**src/rtl/config_reg_pkg.sv**
```systemverilog
// Shared definitions for the config_reg register file and its host-side master:
// register map, widths, power-on register values and master FSM state codes.
package config_reg_pkg;

  localparam int ADDR_W = 3;
  localparam int DATA_W = 16;

  typedef enum logic [ADDR_W-1:0] {
    adc0_reg         = 3'd0,
    adc1_reg         = 3'd1,
    temp_sensor0_reg = 3'd2,
    temp_sensor1_reg = 3'd3,
    analog_test      = 3'd4,
    digital_test     = 3'd5,
    amp_gain         = 3'd6,
    digital_config   = 3'd7
  } config_reg_e;

  // Value each register holds after config_reg comes out of reset, indexed by address.
  localparam logic [DATA_W-1:0] REG_RESET_VAL [0:7] = '{
    16'hFFFF, 16'h0000, 16'h0000, 16'h0000,
    16'hABCD, 16'h0000, 16'h0000, 16'h0001
  };

  // Master FSM state codes, kept as plain constants so legacy code can compare them directly.
  localparam int STATE_W = 3;
  localparam logic [STATE_W-1:0] S_IDLE    = 3'd0;
  localparam logic [STATE_W-1:0] S_WRITE   = 3'd1;
  localparam logic [STATE_W-1:0] S_SETTLE  = 3'd2;
  localparam logic [STATE_W-1:0] S_CHECK   = 3'd3;
  localparam logic [STATE_W-1:0] S_READ    = 3'd4;
  localparam logic [STATE_W-1:0] S_CAPTURE = 3'd5;
  localparam logic [STATE_W-1:0] S_RESP    = 3'd6;

endpackage

```
**src/rtl/config_reg_master.sv**
```systemverilog
// Host-side initiator for the 8 x 16-bit config_reg register file.
// Takes one write/read command at a time over a valid/ready port, drives the
// config_reg write/address/data_in pins and returns one response per command.
// Build option: define CONFIG_REG_MASTER_VERIFY_EN to enable write read-back
// verification with retries and the saturating verify-failure counter; without
// it a write completes straight after the strobe and rsp_error/err_count read 0.
module config_reg_master #(
  parameter int DATA_W    = config_reg_pkg::DATA_W,
  parameter int ADDR_W    = config_reg_pkg::ADDR_W,
  parameter int MAX_RETRY = 2,
  parameter int ERR_CNT_W = 8
) (
  input  logic              clk,
  input  logic              reset,
  input  logic              cmd_valid,
  output logic              cmd_ready,
  input  logic              cmd_write,
  input  logic [ADDR_W-1:0] cmd_addr,
  input  logic [DATA_W-1:0] cmd_wdata,
  output logic              rsp_valid,
  input  logic              rsp_ready,
  output logic [DATA_W-1:0] rsp_rdata,
  output logic              rsp_error,
  output logic [ERR_CNT_W-1:0] err_count,
  output logic              write,
  output logic [ADDR_W-1:0] address,
  output logic [DATA_W-1:0] data_in,
  input  logic [DATA_W-1:0] data_out
);

  import config_reg_pkg::*;

  logic [STATE_W-1:0] state;

  // Ready only while idle and out of reset, so at most one command is ever outstanding.
  assign cmd_ready = reset && (state == S_IDLE);

`ifdef CONFIG_REG_MASTER_VERIFY_EN
  localparam int RETRY_W = (MAX_RETRY < 1) ? 1 : $clog2(MAX_RETRY + 1);

  logic [RETRY_W-1:0] retry_cnt;

  // Command sequencing with read-back verification: strobe, let data_out settle, compare, retry or report.
  always_ff @(posedge clk or negedge reset) begin
    if (!reset) begin
      state     <= S_IDLE;
      write     <= 1'b0;
      address   <= '0;
      data_in   <= '0;
      rsp_valid <= 1'b0;
      rsp_rdata <= '0;
      rsp_error <= 1'b0;
      err_count <= '0;
      retry_cnt <= '0;
    end else begin
      case (state)
        S_IDLE: begin
          if (cmd_valid) begin
            address <= cmd_addr;
            data_in <= cmd_wdata;
            if (cmd_write) begin
              state <= S_WRITE;
              write <= 1'b1;
            end else begin
              state <= S_READ;
            end
          end
        end
        S_WRITE: begin
          write <= 1'b0;
          state <= S_SETTLE;
        end
        S_SETTLE: begin
          state <= S_CHECK;
        end
        S_CHECK: begin
          rsp_rdata <= data_out;
          if (data_out == data_in) begin
            rsp_error <= 1'b0;
            rsp_valid <= 1'b1;
            state     <= S_RESP;
          end else if (retry_cnt < RETRY_W'(MAX_RETRY)) begin
            retry_cnt <= retry_cnt + 1'b1;
            write     <= 1'b1;
            state     <= S_WRITE;
          end else begin
            rsp_error <= 1'b1;
            rsp_valid <= 1'b1;
            state     <= S_RESP;
            if (err_count != '1) begin
              err_count <= err_count + 1'b1;
            end
          end
        end
        S_READ: begin
          state <= S_CAPTURE;
        end
        S_CAPTURE: begin
          rsp_rdata <= data_out;
          rsp_error <= 1'b0;
          rsp_valid <= 1'b1;
          state     <= S_RESP;
        end
        S_RESP: begin
          if (rsp_ready) begin
            rsp_valid <= 1'b0;
            retry_cnt <= '0;
            state     <= S_IDLE;
          end
        end
        default: begin
          write     <= 1'b0;
          rsp_valid <= 1'b0;
          state     <= S_IDLE;
        end
      endcase
    end
  end
`else
  assign rsp_error = 1'b0;
  assign err_count = '0;

  // Command sequencing without verification: a write completes right after its strobe, echoing the written data.
  always_ff @(posedge clk or negedge reset) begin
    if (!reset) begin
      state     <= S_IDLE;
      write     <= 1'b0;
      address   <= '0;
      data_in   <= '0;
      rsp_valid <= 1'b0;
      rsp_rdata <= '0;
    end else begin
      case (state)
        S_IDLE: begin
          if (cmd_valid) begin
            address <= cmd_addr;
            data_in <= cmd_wdata;
            if (cmd_write) begin
              state <= S_WRITE;
              write <= 1'b1;
            end else begin
              state <= S_READ;
            end
          end
        end
        S_WRITE: begin
          write     <= 1'b0;
          rsp_rdata <= data_in;
          rsp_valid <= 1'b1;
          state     <= S_RESP;
        end
        S_READ: begin
          state <= S_CAPTURE;
        end
        S_CAPTURE: begin
          rsp_rdata <= data_out;
          rsp_valid <= 1'b1;
          state     <= S_RESP;
        end
        S_RESP: begin
          if (rsp_ready) begin
            rsp_valid <= 1'b0;
            state     <= S_IDLE;
          end
        end
        default: begin
          write     <= 1'b0;
          rsp_valid <= 1'b0;
          state     <= S_IDLE;
        end
      endcase
    end
  end
`endif

endmodule
```
**config.mk**
```make
export PLATFORM = sky130hd
export DESIGN_NAME = config_reg_master
export DESIGN_NICKNAME = d
export VERILOG_FILES = /design/src/rtl/config_reg_pkg.sv /design/src/rtl/config_reg_master.sv
export SDC_FILE = /design/constraint.sdc
export NUM_CORES = 1
export LEC_CHECK = 0
export CAP_MARGIN = 20
export CORE_MARGIN = 8
export CORE_UTILIZATION = 25
export CTS_CLUSTER_SIZE = 14
export DETAILED_ROUTE_END_ITERATION = 8
export PLACE_DENSITY = 0.66
export SYNTH_ARGS = -nofsm -noshare
export SYNTH_HDL_FRONTEND = slang
export SYNTH_SLANG_ARGS = --single-unit
```
**constraint.sdc**
```tcl
create_clock -name clk -period 1.8 [get_ports clk]
set_input_delay 0.18 -clock clk [delete_from_list [all_inputs] [get_ports clk]]
set_output_delay 0.18 -clock clk [all_outputs]
set_load 0.01 [all_outputs]
```
==> run_results.csv <==
group,metric,value,unit
status,status,"complete, no violations",
route,via_count,1304,
worst_setup_path,path_max_fanout,19,
timing,layout_setup_ws,0.212,ns
route,routed_wl,4.65,mm
worst_setup_path,crit_path_end_kind,"flop",
route,vias_per_cell,4.01,
route,final_antenna_net_count,0,
layout,seqCellArea,1000,um^2
layout,diodes,0,
placement,hpwl,3.39,mm
timing,grt_setup_unrepaired,"false",
layout,finalInstanceArea,2750,um^2
synthesis,synth_top_area_share,56.1,%
clocking,cts_tree,"built",
layout,multiInputGateArea,683,um^2
pwr,leakagePower,1.24,nW
layout,drive_above_1_share,15.9,%
placement,portBuffers,77,
placement,dp_cells,314,
die,dieArea,10100,um^2
global_route,grt_use_met1,10.2,%
global_route,overflow,0,
timing,tightestPinTransition,0.511,ns
timing,setup_viol,0,
global_route,antenna_found_initial,0,
timing,drv_slew,0,
die,fp.dieH,101,um
synthesis,synth_top_area_cell,"dfrtp_1",
placement,placed_cell_area,2610,um^2
route,wl_per_cell,14.3,um
synthesis,ys_types,22,
layout,stdcell_count,325,
timing,post-route-period-util,88.2,%
synthesis,yosys_warnings,0,
layout,syn2layout_area_growth,54.1,%
timing,slew_headroom,65.9,%
global_route,top_usage_layer,"met2",
worst_setup_path,crit_arrival,1.77,ns
synthesis,synth.area.top_cells,"dfrtp_1 (56%), mux2i_1 (9.0%), mux2_4 (8.4%)",
die,start_util,25.2,%
die,coreArea,7100,um^2
synthesis,yosysSeqAreaShare,56.1,%
synthesis,synthCells,143,
clocking,clock_path_buffers,2,
placement,place_ws,0.188,ns
worst_setup_path,path_class,"flop to flop",
layout,fill_cells,685,
global_route,grt_max_degree,41,
global_route,grt_pass1_vias,1449,
synthesis,syn_avg_cell_area,12.5,um^2
global_route,globalRouteMet3Util,3.94,%
die,pin_count,87,
route,drcViolationCount,0,
clocking,cts-root-buf,"clkbuf_8",
timing,skew,0.00810,ns
timing,fmax,630,MHz
min_path,hp-class,"flop to flop",
route,first_pass_iters,4,
clocking,cts_num_sinks,40,
route,first_iter_violations,79,
timing,tns,0,ns
clocking,clk_pin_slew_worst_paths,0.09,ns
run,timing.max_cap.violations,0,
worst_setup_path,reg2reg_slack,0.21,ns
die,die_w,101,um
clocking,htreeDepth,2,
timing,finalHoldViolCount,0,
clocking,cts_buffers,5,
pwr,power_density,1660,nW/um^2
synthesis,synth.ff_latch_count,40,
global_route,grt_pass1_wl,7.42,mm
worst_setup_path,crit_required,1.98,ns
global_route,use_met2,16.5,%
synthesis,synth.cell_area,1790,um^2
worst_setup_path,critPathLaunchType,"flop",
placement,gp_congestion,0.706,
timing,whs,0.483,ns
layout,nNetsFinal,265,
pwr,peakVddDrop,0.000698,V
die,rows,31,
clocking,insertion_delay,0.30,ns
timing,period_minus_slack,1.59,ns
global_route,grt_usage,9.46,%
-- power breakdown --
group	internal (W)	switching [W]
registers	0.00135	0.000290
logic	0.00129	0.000881
clock network	0.000418	0.000343
total	0.00306	0.00151
-- Yosys cell counts (all sizes together) --
cell    instances
buf            13
nand2          17
conb            1
nor2            2
mux2           19
nor3            2
inv             3
nand2b          1
a21oi           3
a32o            1
clkbuf          3
mux2i          16
o21ai          19
dfrtp          40
maj3            1
and2            2
-- metal layers --
metal  routed length (um)  vias up
met1                 1910      623
met5                    0        -
met3                  341        4
met4                   42        0
li1                     -      632
met2                 2350       45
-- cells in the final DEF (no fill, tap or decap), drive strengths merged --
| master | instances |
|---|---|
| inv | 4 |
| bufinv | 1 |
| clkinvlp | 1 |
| mux2 | 19 |
| clkdlybuf4s50 | 75 |
| dfrtp | 40 |
| buf | 6 |
| a21oi | 3 |
| nor3 | 2 |
| nor2 | 2 |
| maj3 | 1 |
| dlymetal6s2s | 1 |
| o21ai | 19 |
| conb | 9 |
| and2 | 2 |
| nand2b | 1 |
| a32o | 1 |
| mux2i | 16 |
| nand2 | 17 |
| clkbuf | 5 |
| dlygate4sd3 | 1 |
-- through the flow --
| step | util [%] | total power (W) |
|---|---|---|
| after global routing | 38.8 | 0.00489 |
| after detailed placement | 36.7 | 0.00385 |
| final | 38.8 | 0.00457 |
| after CTS | 38.7 | 0.00466 |
| after floorplan | - | 0.00271 |
| after global placement | 36.7 | 0.00381 |
-- cell families (layout without fill, tap and decap cells) --
family | after synthesis | in the layout | share of synthesized area, %
buffers and inverters | 19 | 94 | 7.36
AOI/OAI and AO/OA | 23 | 23 | 6.73
other | 1 | 9 | 0.210
adders and majority gates | 1 | 1 | 0.561
and+or+nand+nor | 24 | 24 | 6.03
muxes | 35 | 35 | 23.1
DFF | 40 | 40 | 56.1
-- timing repair --
action | 4_1_cts | 5_1_grt
pin swaps | 1 | 0
hold endpoints to repair | 40 | 0
hold buffers | 1 | 0
buffers inserted | 2 | 0
resized for setup | 0 | 2
setup endpoints to repair | 1 | 1
-- critical path, stage by stage, from the launching register on --
cell and delay (ns):
dfrtp_1 0.40, nor3_2 0.20, buf_4 0.14, and2_4 0.35, mux2_2 0.38
-- flip-flops by register name, indices dropped and copies added (netlist names) --
register,count
rsp_valid,1
state,3
write,1
address,3
rsp_rdata,16
data_in,16
-- cell type report --
type | count | area share (%)
Clock buffer | 5 | 2.50
Clock inverter | 3 | 1.68
Inverter | 3 | 0.409
Multi-Input combinational cell | 92 | 24.8
Sequential cell | 40 | 36.4
Tap cell | 99 | 4.50
Timing Repair Buffer | 83 | 29.6
-- path summary, 6_finish.rpt --
kind | start | end | cells past startpoint
setup / recovery | state[1] | data_in[11] | 4
hold / removal | rsp_rdata[0] | rsp_rdata[0] | 2
setup reg to reg | state[1] | data_in[11] | 4
hold reg to reg | rsp_rdata[0] | rsp_rdata[0] | 2
min in group asynchronous | reset | rsp_rdata[0] | 3
max in group asynchronous | reset | state[0] | 3
(Power assumes the default switching activity.)
